==> src/rtl/state_dump_if.sv <==
// Byte stream carrying the dump frame: valid/ready, one byte per accepted cycle.
// No latency of its own; the source holds data and valid until tx_ready accepts.
// The sink may deassert tx_ready for any length of time.
interface state_dump_if;
    logic [7:0] tx_data;
    logic       tx_valid;
    logic       tx_ready;

    modport master (output tx_data, output tx_valid, input tx_ready);
    modport slave  (input tx_data, input tx_valid, output tx_ready);
endinterface

==> src/rtl/state_dump.sv <==
// Debug readout: streams header, register file, memory window and XOR checksum as bytes.
// Latency: header one cycle after start; 1 (reg) or 2 (mem) idle cycles between words.
// Backpressure: tx_ready low freezes the byte on tx and suspends all reads.
module state_dump #(
    parameter int NREG      = 32,
    parameter int MEM_WORDS = 32,
    parameter int MEM_BASE  = 0,
    parameter int AW        = 10
) (
    input  logic          clk1,
    input  logic          rst_n,
    input  logic          start,
    output logic          busy,
    output logic          done,
    output logic [4:0]    reg_raddr,
    input  logic [31:0]   reg_rdata,
    output logic          mem_ren,
    output logic [AW-1:0] mem_raddr,
    input  logic [31:0]   mem_rdata,
    state_dump_if.master  tx
);

    localparam logic [2:0] S_IDLE     = 3'd0;
    localparam logic [2:0] S_HDR      = 3'd1;
    localparam logic [2:0] S_RD_REG   = 3'd2;
    localparam logic [2:0] S_RD_MEM   = 3'd3;
    localparam logic [2:0] S_MEM_WAIT = 3'd4;
    localparam logic [2:0] S_SHIFT    = 3'd5;
    localparam logic [2:0] S_CSUM     = 3'd6;
    localparam logic [2:0] S_DONE     = 3'd7;

    // Counter widths leave headroom so NREG=32 and MEM_WORDS=1024 compare cleanly.
    localparam logic [5:0]  NREG_W = 6'(NREG);
    localparam logic [10:0] MEMW   = 11'(MEM_WORDS);

    logic [2:0]  state;
    logic [5:0]  ridx;
    logic [10:0] mcnt;
    logic [1:0]  bcnt;
    logic [31:0] shreg;
    logic [7:0]  csum;
    logic        in_reg;

    assign in_reg    = (ridx < NREG_W);
    assign busy      = (state != S_IDLE) && (state != S_DONE);
    assign done      = (state == S_DONE);
    assign reg_raddr = ridx[4:0];
    assign mem_ren   = (state == S_RD_MEM);
    assign mem_raddr = mem_ren ? (AW'(MEM_BASE) + AW'(mcnt)) : '0;

    always_comb begin
        tx.tx_valid = 1'b0;
        tx.tx_data  = 8'h00;
        case (state)
            S_HDR:   begin tx.tx_valid = 1'b1; tx.tx_data = 8'hA5;         end
            S_SHIFT: begin tx.tx_valid = 1'b1; tx.tx_data = shreg[31:24];  end
            S_CSUM:  begin tx.tx_valid = 1'b1; tx.tx_data = csum;          end
            default: ;
        endcase
    end

    always_ff @(posedge clk1 or negedge rst_n) begin
        if (!rst_n) begin
            state <= S_IDLE;
            ridx  <= '0;
            mcnt  <= '0;
            bcnt  <= '0;
            shreg <= '0;
            csum  <= '0;
        end else begin
            case (state)
                S_IDLE: if (start) begin
                    state <= S_HDR;
                    ridx  <= '0;
                    mcnt  <= '0;
                    bcnt  <= '0;
                    shreg <= '0;
                    csum  <= '0;
                end
                S_HDR: if (tx.tx_ready) begin
                    if (NREG_W != 6'd0)     state <= S_RD_REG;
                    else if (MEMW != 11'd0) state <= S_RD_MEM;
                    else                    state <= S_CSUM;
                end
                S_RD_REG: begin
                    shreg <= reg_rdata;
                    bcnt  <= '0;
                    state <= S_SHIFT;
                end
                S_RD_MEM: state <= S_MEM_WAIT;
                S_MEM_WAIT: begin
                    shreg <= mem_rdata;
                    bcnt  <= '0;
                    state <= S_SHIFT;
                end
                S_SHIFT: if (tx.tx_ready) begin
                    csum  <= csum ^ shreg[31:24];
                    shreg <= {shreg[23:0], 8'h00};
                    bcnt  <= bcnt + 2'd1;
                    if (bcnt == 2'd3) begin
                        // Word finished: pick the next source, registers first.
                        if (in_reg) begin
                            ridx <= ridx + 6'd1;
                            if (ridx + 6'd1 < NREG_W) state <= S_RD_REG;
                            else if (MEMW != 11'd0)   state <= S_RD_MEM;
                            else                      state <= S_CSUM;
                        end else begin
                            mcnt <= mcnt + 11'd1;
                            if (mcnt + 11'd1 < MEMW) state <= S_RD_MEM;
                            else                     state <= S_CSUM;
                        end
                    end
                end
                S_CSUM: if (tx.tx_ready) state <= S_DONE;
                S_DONE: state <= S_IDLE;
                default: state <= S_IDLE;
            endcase
        end
    end

endmodule

==> src/flat_wrapper.sv <==
// flat-port wrapper written by rule: the top's interface ports become plain ports
module state_dump_flat 
#(
    parameter int NREG      = 32,
    parameter int MEM_WORDS = 32,
    parameter int MEM_BASE  = 0,
    parameter int AW        = 10
)
  (clk1, rst_n, start, busy, done, reg_raddr, reg_rdata, mem_ren, mem_raddr, mem_rdata, tx_tx_data, tx_tx_valid, tx_tx_ready);
  state_dump_if tx_i ();
  input  logic clk1;
  input  logic rst_n;
  input  logic start;
  output logic busy;
  output logic done;
  output logic [4:0] reg_raddr;
  input  logic [31:0] reg_rdata;
  output logic mem_ren;
  output logic [AW-1:0] mem_raddr;
  input  logic [31:0] mem_rdata;
  output wire logic [$bits(tx_i.tx_data)-1:0] tx_tx_data;
  output wire logic [$bits(tx_i.tx_valid)-1:0] tx_tx_valid;
  input wire logic [$bits(tx_i.tx_ready)-1:0] tx_tx_ready;
  assign tx_tx_data = tx_i.tx_data;
  assign tx_tx_valid = tx_i.tx_valid;
  assign tx_i.tx_ready = tx_tx_ready;
  state_dump #(.NREG(NREG), .MEM_WORDS(MEM_WORDS), .MEM_BASE(MEM_BASE), .AW(AW)) u_core (.clk1(clk1), .rst_n(rst_n), .start(start), .busy(busy), .done(done), .reg_raddr(reg_raddr), .reg_rdata(reg_rdata), .mem_ren(mem_ren), .mem_raddr(mem_raddr), .mem_rdata(mem_rdata), .tx(tx_i));
endmodule
==> config.mk <==
export PLATFORM = sky130hd
export DESIGN_NAME = state_dump_flat
export DESIGN_NICKNAME = d
export VERILOG_FILES = /design/src/rtl/state_dump_if.sv /design/src/rtl/state_dump.sv /design/src/flat_wrapper.sv
export SDC_FILE = /design/constraint.sdc
export NUM_CORES = 1
export LEC_CHECK = 0
export CORE_ASPECT_RATIO = 1.4
export CORE_MARGIN = 8
export CORE_UTILIZATION = 53
export DETAILED_ROUTE_END_ITERATION = 10
export PLACE_DENSITY = 0.86
export SLEW_MARGIN = 20
export SYNTH_ARGS = -nofsm -noshare
export SYNTH_HDL_FRONTEND = slang
export SYNTH_SLANG_ARGS = --single-unit
==> constraint.sdc <==
create_clock -name clk1 -period 4.92 [get_ports clk1]
set_input_delay 1.476 -clock clk1 [delete_from_list [all_inputs] [get_ports clk1]]
set_output_delay 1.476 -clock clk1 [all_outputs]
set_load 0.01 [all_outputs]
Word-level counts from Yosys, hierarchy flattened. Index checks and enable logic that the tools add are counted.

Output and inout port bits: 27. Register bits after elaboration: 62. Word-level logic and storage cells: 74.

Reduce and logical (&&, ||, !) cells: 14. Bitwise logic cells: 1. $add $sub $neg: 3. Eq/ne operators: 16. Order comparisons: 3. Mux-type cells: 31.

Operator list (count): case mux 32 bit (4 select lines) (1); 2-to-1 mux 32 bit (2); 2-to-1 mux 11 bit (4); 2-to-1 mux 6 bit (4); case mux 8 bit (3 select lines) (1); case mux 11 bit (2 select lines) (1); 2-to-1 mux 3 bit (7); case mux 3 bit (7 select lines) (1); 2-to-1 mux 8 bit (2); case mux 8 bit (2 select lines) (1); AND reduction 5 bit (3); equality test 3 bit (second input constant) (4); < comparator 6 bit (second input constant) (2); case mux 6 bit (2 select lines) (1); adder 11 x 1 -> 11 bit (second input constant) (1); < comparator 11 x 6 -> 1 bit (second input constant) (1); 2-to-1 mux 10 bit (1); inequality test 2 bit (second input constant) (5); AND reduction 3 bit (3); XOR 8 bit (1); adder 6 x 1 -> 6 bit (second input constant) (1); equality test 3 x 2 -> 1 bit (second input constant) (2); case mux 2 bit (3 select lines) (1); nonzero test 3 bit (2); other kinds (13) (16).

Depth between registers and ports, before layout. Gate-level depths: netlist (run 1).

Word-level depth: 7. Mapped depth: 8. Depth with buffers taken out: 6.

Worst setup path before layout (run 1). OpenSTA, ideal clock, no wires.

Path kind: register to output. From: register u_core.state[1]. To: output mem_raddr[0]. Data required time: 3.444 ns. Path slack: 2.194 ns. Path buffers: 1. Cell stages (with the launch flop): 5. Data arrival time: 1.250 ns. Path through: dfrtp_1 -> buf_2 -> nand2_1 -> nor2_1 -> and2_1.

Cells in the longest elaborated chain, start to end: 2.

RTL lines: start: declaration (line state_dump.sv:36) `logic [2:0] state;`; start signal: assignment (line state_dump.sv:64) `state <= S_IDLE;`; start signal: assignment (line state_dump.sv:73) `state <= S_HDR;`; start signal: assignment (line state_dump.sv:81) `if (NREG_W != 6'd0) state <= S_RD_REG;`; equality test 3 x 2 -> 1 bit (line state_dump.sv:48) `assign mem_ren = (state == S_RD_MEM);`; named net mem_ren (line flat_wrapper.sv:18) `output logic mem_ren;`; 2-to-1 mux 10 bit (line state_dump.sv:49) `assign mem_raddr = mem_ren ? (AW'(MEM_BASE) + AW'(mcnt)) : '0;`; end: declaration (line flat_wrapper.sv:19) `output logic [AW-1:0] mem_raddr;`.

The timed path passes the listed nets, and every way through them passes these cells.

Worst setup path in the final report (run 1).
From: register u_core.state[0]. To: output tx_tx_data[6].

Cells in the longest elaborated chain, start to end: 2.

RTL lines: equality test 3 bit / equality test 3 x 1 -> 1 bit (equally long branches) (line state_dump.sv:54) `case (state)`; case mux 8 bit (3 select lines) (*) (line state_dump.sv:54); end: declaration (line flat_wrapper.sv:21) `output wire logic [$bits(tx_i.tx_data)-1:0] tx_tx_data;`.

Mark *: on every way between the ends. The rest lies on a longest branch, timed or not.

==> results of run 1 <==
==> worst reg2reg max path, cell delays in order (launching register included) <==
cell and delay, ns:
dfrtp_1 0.65, inv_1 0.22, nand2_1 0.67, nor2_1 0.37, a222oi_1 0.37, inv_1 0.08
==> registers in the layout, summed over array words and instances (netlist names) <==
register and cells:
u_core.csum 8, u_core.ridx 6, u_core.shreg 32, u_core.mcnt 11
u_core.bcnt 2, u_core.state 3
==> area by class of cell <==
class / instances / area (um2) / area share (%)
Multi-Input combinational cell: 306 / 1790 / 38.3
Sequential cell: 62 / 1550 / 33.2
Timing Repair Buffer: 99 / 973 / 20.8
Clock buffer: 9 / 124 / 2.65
Clock inverter: 7 / 98.8 / 2.11
Tap cell: 74 / 92.6 / 1.98
Inverter: 12 / 45.0 / 0.963
==> per-stage QoR <==
step	std cells	total power [mW]	area, um2	hold WS [ns]	utilization, %
after floorplan	411	1.45	3540	0.450	-
after global placement	553	1.73	4450	0.462	68.3
after detailed placement	553	1.76	4450	0.470	68.3
after CTS	569	2.27	4680	0.489	71.7
after global routing	569	2.43	4680	0.524	71.7
final	569	2.26	4680	0.491	71.7
==> metal layers <==
| layer | track usage (%) | vias to the layer above | part of all wire [%] |
|---|---|---|---|
| met5 | 0 | - | 0 |
| met4 | 10.9 | 0 | 2.8 |
| met3 | 6.67 | 23 | 8.0 |
| met2 | 33.0 | 140 | 49 |
| met1 | 23.0 | 1533 | 40 |
| li1 | - | 1595 | - |
==> report_power, final <==
group | switching (mW) | leakage (nW) | internal [mW]
Sequential | 0.151 | 0.833 | 0.653
Clock | 0.214 | 0.109 | 0.286
Combinational | 0.541 | 1.15 | 0.416
Total | 0.906 | 2.09 | 1.35
==> cells in the final DEF, fill, tap and decap left out, types with 4 or more instances in the layout <==
cell             instances
nand2_1                 60
a22oi_1                  5
nand3_1                  8
and3_1                   5
clkbuf_8                 9
o21ai_0                 37
clkdlybuf4s50_1         93
nor2_1                  49
mux2i_1                 24
a222oi_1                 8
xor2_1                  13
o21ai_1                  4
dfrtp_1                 61
buf_4                    5
and2_1                  11
nor3_1                   4
o31ai_1                  5
a21oi_1                 29
inv_1                   12
a31oi_1                  5
==> cells by family after synthesis <==
| family | Yosys count |
|---|---|
| buf+inv | 43 |
| compound gates | 109 |
| fa+ha+maj | 3 |
| flops | 62 |
| simple gates | 157 |
| mux | 24 |
| xor+xnor | 13 |
==> worst paths after layout <==
check | endpoint | slack, ns
setup reg to reg | u_core.shreg[5]$_DFFE_PN0P_ | 2.45
hold reg to reg | u_core.shreg[15]$_DFFE_PN0P_ | 0.49
min in group asynchronous | u_core.mcnt[10]$_DFFE_PN0P_ | 1.16
max in group asynchronous | u_core.state[0]$_DFFE_PN0P_ | 2.87
hold / removal | u_core.shreg[15]$_DFFE_PN0P_ | 0.49
setup / recovery | tx_tx_data[6] | 1.06
==> results by group, run 1 <==
CTS
  • Clock tree buffer depth: 2
  • Clock slew seen by the registers of the worst setup and hold paths: 0.07 ns
  • Clk Latency, worst-skew pair: 0.35 ns
  • H-tree depth: 3
  • Root buffer cell: clkbuf_8
  • Clock sink count: 62
  • Postcts setup bufs: 0
  • # resized after CTS: 0
  • CTS tree: built
  • CTS hold repair buffers: 0
  • CTS Buf Count: 9

Final layout
  • Nets: 561
  • Layout fillers: 507
  • Fraction of layout cells with a size suffix above 1: 6.67%
  • Area grow syn2layout: 32.1%
  • Antenna Diode Count: 0

Setup path
  • Critical Path RT: 3.44 ns
  • Worst path depth: 4
  • Critical path's top delay family: flip-flops
  • Critical Path Source: u_core.state[0]$_DFFE_PN0P_
  • Worst setup SP type: flop
  • R2r startpoint: u_core.state[1]$_DFFE_PN0P_
  • Slowest cell on crit path: dfrtp_2
  • CP peak stage delay: 0.64 ns
  • Worst Path Max Fanout: 23
  • Buf/Inv on CP: 1
  • Cell Chain, Critical Path: nor2b_1 -> a22oi_1 -> nor2_1 -> clkdlybuf4s50_1
  • R2R depth: 5
  • Critical path class: flop to output pin
  • Crit. End Element: output pin
  • Critical Path AT: 2.38 ns

Synthesis
  • Synthesis Warnings: 0
  • Post-synth top area share: 43.8%
  • EDFF count, synth: 0
  • Largest family of logic cells by synthesized area: simple AND/OR/NAND/NOR gates
  • Cells after Synth: 411
  • Synthesized flop and latch total: 62
  • Sequential element share of the synthesized area: 43.8%
  • Synth Flop Type: dfrtp_1
  • Simple-gate portion of the synthesized area: 20.2%
  • Most frequent cells after synthesis: dfrtp_1, nand2_1, nor2_1
  • Syn_area_per_cell: 8.62 um2
  • Netlist cell types: 49
  • Cell with the most instances after synthesis: dfrtp_1
  • Adder-Cell Fraction of Synth Area: 1.06%
  • Post-synthesis mux area share: 6.78%
  • Post-Syn Nets: 482
  • Top cell type by total area after synthesis: dfrtp_1
  • Synth async-reset ratio: 100%
  • Post-synthesis xor/xnor area fraction: 3.22%
  • Post-Syn Area: 3540 um2
  • Synth Area in Compound Gates: 19.2%
  • Ranking of synthesized cells by area: dfrtp_1, mux2i_1, nand2_1, o21ai_0, nor2_1

Route
  • DR vias: 3291
  • DRC: 0
  • Drt via density: 5.78
  • 1st-pass router iterations: 5
  • Post-DR wirelength/cell: 16.6 um
  • WL final: 9450 um
  • Antenna-violating nets left: 0
  • DRT iter0 DRCs: 179

Floorplanning
  • Num ports: 95
  • Starting Density: 54.3%
  • Row cnt: 35
  • Die Ht: 113 um
  • Floorplan core area: 6530 um2
  • Die area: 9590 um2
  • Width of the die: 85.1 um

Power
  • Max IR drop VDD: 0.282 mV
  • Leakage: 2.09 nW
  • Power per cell area: 483 nW/um2

STA
  • RSZ-0062 raised after global routing: false
  • Setup ws final: 1.06 ns
  • # setup viols final: 0
  • Fmax achieved: 259 MHz
  • Tcrit/Tclk final: 78.4%
  • Max Transition Viols Final: 0
  • Layout Skew: 0.00768 ns
  • Slew margin rel.: 37.5%
  • Worst slew pin tran: 0.935 ns
  • Final Hold Viols: 0
  • Min cycle time layout: 3.86 ns
  • Setup total negative slack: 0 ns

Place
  • Final HPWL DP: 6900 um
  • GP Congestion: 0.886
  • Port Buffers: 94
  • Worst slack at placement: 1.26 ns

GRT
  • Number of global-route vias before repair: 3344
  • Initial antenna violation count: 0
  • First-pass GRT wire length: 15700 um
  • Largest net degree at the start of global routing: 33
  • GRT Total Usage: 20.3%
  • Total gr overflow: 0

Worst hold path
  • Hold_sp: u_core.shreg[15]$_DFFE_PN0P_
  • Hold Path Class: flop to flop
  • Worst Hold Depth: 2

Flow run
  • Max-cap viol count: 0

Run status
  • Status: finished clean
(Power assumes the default switching activity.)
==> inputs of run 2 (changes only) <==
Settings changed: CORE_UTILIZATION 53 to 49, PLACE_DENSITY 0.86 to 0.81.
Clock period 4.92 ns to 3.7 ns, I/O delays scaled along.
==> results by group, run 2 (same netlist as run 1, synthesis figures left out) <==
Run status
  • Status: finished clean (unchanged)

Floorplanning
  • Floorplan core area: 6980 um2 (was 6530 um2)
  • Die Ht: 117 um (was 113 um)
  • Num ports: 95 (unchanged)
  • Die area: 10200 um2 (was 9590 um2)
  • Starting Density: 50.7% (was 54.3%)
  • Row cnt: 36 (was 35)
  • Width of the die: 87.8 um (was 85.1 um)

STA
  • Fmax achieved: 288 MHz
  • RSZ-0062 raised after global routing: false (unchanged)
  • Min cycle time layout: 3.47 ns
  • Fin Hold WS: 0.489 ns (was 0.491 ns)
  • Worst slew pin tran: 0.697 ns (was 0.935 ns)
  • # setup viols final: 0 (unchanged)
  • Final Hold Viols: 0 (unchanged)
  • Slew margin rel.: 53.5% (was 37.5%)
  • Tcrit/Tclk final: 93.7%
  • Layout Skew: 0.00991 ns (was 0.00768 ns)
  • Setup total negative slack: 0 ns (unchanged)
  • Max Transition Viols Final: 0 (unchanged)

CTS
  • Postcts setup bufs: 0 (unchanged)
  • Clock sink count: 62 (unchanged)
  • Clock tree buffer depth: 2 (unchanged)
  • CTS hold repair buffers: 0 (unchanged)
  • Root buffer cell: clkbuf_8 (unchanged)
  • # resized after CTS: 0 (unchanged)
  • Clock slew seen by the registers of the worst setup and hold paths: 0.08 ns (was 0.07 ns)
  • H-tree depth: 3 (unchanged)
  • CTS tree: built (unchanged)
  • CTS Buf Count: 9 (unchanged)
  • Clk Latency, worst-skew pair: 0.34 ns (was 0.35 ns)

Final layout
  • Non-filler cells, final: 592 (was 569)
  • Commonest non-fill, non-tap cells in the layout: clkdlybuf4s50_1, dfrtp_1, nand2_1 (unchanged)
  • Top reg by flops: u_core.shreg (unchanged)
  • Area grow syn2layout: 32.5% (was 32.1%)
  • Max reg flops: 32 (unchanged)
  • Nets: 563 (was 561)
  • Fraction of layout cells with a size suffix above 1: 7.04% (was 6.67%)
  • Regs by FF count: u_core.shreg: 32 flops, u_core.mcnt: 11 flops, u_core.csum: 8 flops (unchanged)
  • Final Instance Area: 4690 um2 (was 4680 um2)
  • Commonest non-fill, non-tap cell in the layout: clkdlybuf4s50_1 (unchanged)
  • Antenna Diode Count: 0 (unchanged)

Setup path
  • Worst setup SP type: flop (unchanged)
  • Cell Chain, Critical Path: inv_1 -> nor2_1 -> a22oi_1 -> nor2_1 -> clkdlybuf4s50_1 (was nor2b_1 -> a22oi_1 -> nor2_1 -> clkdlybuf4s50_1)
  • Buf/Inv on CP: 2 (was 1)
  • CP peak stage delay: 0.65 ns (was 0.64 ns)
  • Critical Path RT: 2.59 ns (was 3.44 ns)
  • Critical Path AT: 2.36 ns (was 2.38 ns)
  • Worst Path Max Fanout: 16 (was 23)
  • Critical path class: flop to output pin (unchanged)
  • R2R depth: 5 (unchanged)
  • Crit-path most repeated cell: nor2_1
  • Critical path's top delay family: buffers and inverters (was flip-flops)
  • Reg2reg end: u_core.shreg[31]$_DFFE_PN0P_ (was u_core.shreg[5]$_DFFE_PN0P_)
  • Crit. End Element: output pin (unchanged)
  • Setup slack, reg-to-reg: 1.50 ns (was 2.45 ns)
  • Slowest cell on crit path: dfrtp_1 (was dfrtp_2)
  • R2r startpoint: u_core.state[2]$_DFFE_PN0P_ (was u_core.state[1]$_DFFE_PN0P_)

Power
  • Leakage: 2.09 nW (about the same)
  • Max IR drop VDD: 0.369 mV (was 0.282 mV)
  • Power per cell area: 617 nW/um2 (was 483 nW/um2)
  • Pwr Total: 2.89 mW (was 2.26 mW)

Flow run
  • Max-cap viol count: 0 (unchanged)

Route
  • Post-DR wirelength/cell: 15.6 um (was 16.6 um)
  • Drt via density: 5.55 (was 5.78)
  • DR vias: 3287 (was 3291)
  • WL final: 9240 um (was 9450 um)
  • 1st-pass router iterations: 4 (was 5)
  • DRC: 0 (unchanged)
  • DRT iter0 DRCs: 243 (was 179)
  • Antenna-violating nets left: 0 (unchanged)

Place
  • Final HPWL DP: 6940 um (was 6900 um)
  • GP Congestion: 0.882 (was 0.886)
  • Placed cells: 576 (was 553)
  • Post-DP Area: 4510 um2 (was 4450 um2)
  • Port Buffers: 94 (unchanged)

Worst hold path
  • Hold_sp: u_core.shreg[13]$_DFFE_PN0P_ (was u_core.shreg[15]$_DFFE_PN0P_)
  • WHS Endpoint: u_core.shreg[13]$_DFFE_PN0P_ (was u_core.shreg[15]$_DFFE_PN0P_)
  • Hold Path Class: flop to flop (unchanged)
  • Worst Hold Depth: 2 (unchanged)

GRT
  • Total gr overflow: 0 (unchanged)
  • Number of global-route vias before repair: 3359 (was 3344)
  • Largest net degree at the start of global routing: 34 (was 33)
  • Initial antenna violation count: 0 (unchanged)
  • First-pass GRT wire length: 15500 um (was 15700 um)
  • GRT Total Usage: 19.0% (was 20.3%)
[run 2: changes by cell type in the layout (fill, tap and decap cells not counted), sizes merged]
cell	change
buf	+2
bufinv	-2
clkbuf	+2
clkinv	-1
clkinvlp	+1
[run 2: area by class of cell]
type | count | area [um2]
tap | 95 | 119
clock inverter | 5 | 33.8
sequential | 62 | 1550
inverter | 12 | 45.0
multi-input combinational | 306 | 1790
clock buffer | 11 | 151
fill | 583 | 2290
timing repair buffer | 101 | 1000
[run 2: power by group]
group / total, mW / switching [mW] / internal (mW)
sequential: 1.05 / 0.181 / 0.868
combinational: 1.29 / 0.721 / 0.570
clock: 0.553 / 0.275 / 0.278
[run 2: routing by layer]
| metal | global-route usage [%] | share of wire [%] |
|---|---|---|
| met5 | 0 | 0 |
| met4 | 7.60 | 1.7 |
| met3 | 6.34 | 7.9 |
| met2 | 31.0 | 49 |
| met1 | 22.3 | 41 |
[run 2: worst max-delay path by stage]
stage	from	endpoint	slack, ns	depth (start not counted)
6_report	u_core.state[1]$_DFFE_PN0P_	tx_tx_data[1]	0.23	5
5_1_grt	u_core.state[1]$_DFFE_PN0P_	tx_tx_data[1]	0.08	5
4_1_cts	u_core.state[1]$_DFFE_PN0P_	tx_tx_data[1]	0.26	5
3_5_place_dp	tx_tx_ready	u_core.shreg[3]$_DFFE_PN0P_	0.47	7
3_3_place_gp	tx_tx_ready	u_core.shreg[5]$_DFFE_PN0P_	0.54	7
2_1_floorplan	u_core.state[1]$_DFFE_PN0P_	mem_raddr[0]	1.34	4
[run 2: worst min-delay path, stage by stage, from the launching register on]
cell and delay, ns:
dfrtp_1 0.35, nand2_1 0.05, o21ai_0 0.06
[run 2: metrics by stage]
step           setup slack (ns)  utilization [%]
3_3_place_gp              0.544             64.6
4_1_cts                   0.262             67.2
5_1_grt                  0.0823             67.2
2_1_floorplan              1.34                -
3_5_place_dp              0.472             64.6
6_report                  0.233             67.2
==> inputs of run 3 (changes only) <==
Settings changed: PLACE_DENSITY 0.81 to not set, PLACE_DENSITY_LB_ADDON set to 0.25.
==> results by group, run 3 (same netlist as run 1, synthesis figures left out) <==
CTS
  • # resized after CTS: 0 (unchanged)
  • Root buffer cell: clkbuf_8 (unchanged)
  • CTS Buf Count: 9 (unchanged)
  • CTS tree: built (unchanged)
  • Clk Latency, worst-skew pair: 0.35 ns (was 0.34 ns)
  • H-tree depth: 3 (unchanged)
  • Clock slew seen by the registers of the worst setup and hold paths: 0.07 ns (was 0.08 ns)
  • CTS hold repair buffers: 0 (unchanged)
  • Postcts setup bufs: 0 (unchanged)
  • Clock sink count: 62 (unchanged)
  • Clock tree buffer depth: 2 (unchanged)

STA
  • Fmax achieved: 289 MHz (was 288 MHz)
  • Tcrit/Tclk final: 93.5% (was 93.7%)
  • Min cycle time layout: 3.46 ns (was 3.47 ns)
  • RSZ-0062 raised after global routing: false (unchanged)
  • Layout Skew: 0.0121 ns (was 0.00991 ns)
  • Final Hold Viols: 0 (unchanged)
  • # setup viols final: 0 (unchanged)
  • Slew margin rel.: 47.7% (was 53.5%)
  • Max Transition Viols Final: 0 (unchanged)
  • Setup total negative slack: 0 ns (unchanged)
  • Worst slew pin tran: 0.785 ns (was 0.697 ns)
  • Fin Hold WS: 0.483 ns (was 0.489 ns)

Setup path
  • Critical path class: flop to output pin (unchanged)
  • Worst Path Max Fanout: 16 (unchanged)
  • Critical Path AT: 2.35 ns (was 2.36 ns)
  • R2R depth: 5 (unchanged)
  • Worst setup SP type: flop (unchanged)
  • Crit. End Element: output pin (unchanged)
  • Critical Path RT: 2.59 ns (about the same)

GRT
  • GRT Total Usage: 19.4% (was 19.0%)
  • Initial antenna violation count: 0 (unchanged)
  • Total gr overflow: 0 (unchanged)
  • First-pass GRT wire length: 15400 um (was 15500 um)
  • Largest net degree at the start of global routing: 63 (was 34)
  • Number of global-route vias before repair: 3336 (was 3359)

Final layout
  • Regs by FF count: u_core.shreg: 32 flops, u_core.mcnt: 11 flops, u_core.csum: 8 flops (unchanged)
  • Fraction of layout cells with a size suffix above 1: 7.04% (unchanged)
  • Commonest non-fill, non-tap cells in the layout: clkdlybuf4s50_1, dfrtp_1, nand2_1 (unchanged)
  • Non-filler cells, final: 592 (unchanged)
  • Commonest non-fill, non-tap cell in the layout: clkdlybuf4s50_1 (unchanged)
  • Nets: 563 (unchanged)
  • Max reg flops: 32 (unchanged)
  • Top reg by flops: u_core.shreg (unchanged)
  • Finished Core Util: 67.6% (was 67.2%)
  • Antenna Diode Count: 0 (unchanged)
  • Area grow syn2layout: 33.3% (was 32.5%)

Run status
  • Status: finished clean (unchanged)

Power
  • Max IR drop VDD: 0.417 mV (was 0.369 mV)
  • Switching power: 1.21 mW (was 1.18 mW)
  • Clock power share: 22.1% (was 19.1%)
  • Pwr Total: 3.03 mW (was 2.89 mW)
  • Power per cell area: 642 nW/um2 (was 617 nW/um2)
  • Seq pwr share: 34.2% (was 36.3%)
  • Switching share of power: 40.1% (was 40.7%)
  • Leakage: 2.09 nW (about the same)
  • Cell-internal power: 1.81 mW (was 1.72 mW)
  • Comb power frac: 43.7% (was 44.6%)

Floorplanning
  • Row cnt: 36 (unchanged)
  • Floorplan core area: 6980 um2 (unchanged)
  • Die area: 10200 um2 (unchanged)
  • Num ports: 95 (unchanged)
  • Width of the die: 87.8 um (unchanged)
  • Die Ht: 117 um (unchanged)
  • Starting Density: 50.7% (unchanged)

Route
  • DRT iter0 DRCs: 172 (was 243)
  • Drt via density: 5.47 (was 5.55)
  • Post-DR wirelength/cell: 16.0 um (was 15.6 um)
  • WL final: 9490 um (was 9240 um)
  • 1st-pass router iterations: 4 (unchanged)
  • DRC: 0 (unchanged)
  • DR vias: 3236 (was 3287)
  • Antenna-violating nets left: 0 (unchanged)

Flow run
  • Max-cap viol count: 0 (unchanged)

Worst hold path
  • Worst Hold Depth: 2 (unchanged)
  • Hold Path Class: flop to flop (unchanged)

Place
  • GP Congestion: 0.920 (was 0.882)
  • Placed cells: 576 (unchanged)
  • Final HPWL DP: 7120 um (was 6940 um)
  • Port Buffers: 94 (unchanged)
-- run 3: changes by cell type in the layout (fill, tap and decap cells not counted) --
cell	delta
buf_12	-1
buf_4	+1
bufinv_16	+2
clkbuf_8	-2
clkinv_2	-2
clkinvlp_4	+2
-- run 3: stage by stage --
step / cell area (um2) / setup WS [ns]
detailed placement: 4500 / 0.667
CTS: 4720 / 0.279
global placement: 4500 / 0.708
finish: 4720 / 0.239
floorplan: 3540 / 1.34
global route: 4720 / 0.123
-- run 3: layer usage --
metal	GRT usage (%)	share of wire, %
met2	33.4	50
met4	9.91	2.7
met3	5.77	7.8
met1	20.9	39
met5	0	0
-- run 3: layout make-up --
class	instances	area, um2
Clock inverter	7	98.8
Clock buffer	9	124
Timing Repair Buffer	101	988
Inverter	12	45.0
Fill cell	589	2260
Tap cell	95	119
Sequential cell	62	1550
Multi-Input combinational cell	306	1790
-- run 3: worst paths after layout --
path	startpoint	end	slack, ns
worst min-delay path	u_core.shreg[18]$_DFFE_PN0P_	u_core.shreg[18]$_DFFE_PN0P_	0.48
worst max-delay path	u_core.state[1]$_DFFE_PN0P_	tx_tx_data[6]	0.24
worst min register to register	u_core.shreg[18]$_DFFE_PN0P_	u_core.shreg[18]$_DFFE_PN0P_	0.48
min in group asynchronous	rst_n	u_core.mcnt[6]$_DFFE_PN0P_	0.92
worst max register to register	u_core.state[1]$_DFFE_PN0P_	u_core.shreg[6]$_DFFE_PN0P_	1.49
max in group asynchronous	rst_n	u_core.state[0]$_DFFE_PN0P_	2.24
-- run 3: power groups by stage --
stage	clock network, mW	logic, mW	registers, mW
after floorplan	0	0.956	0.969
after global placement	0	1.30	1.03
after detailed placement	0	1.33	1.04
after CTS	0.678	1.34	1.03
after global routing	0.706	1.48	1.06
final	0.669	1.32	1.04
-- run 3: worst max-delay path, stage by stage (launching register included) --
cell and delay (ns):
dfrtp_1 0.65, inv_1 0.21, nor2_1 0.33, a22oi_1 0.12
nor2_1 0.12, clkdlybuf4s50_1 0.57
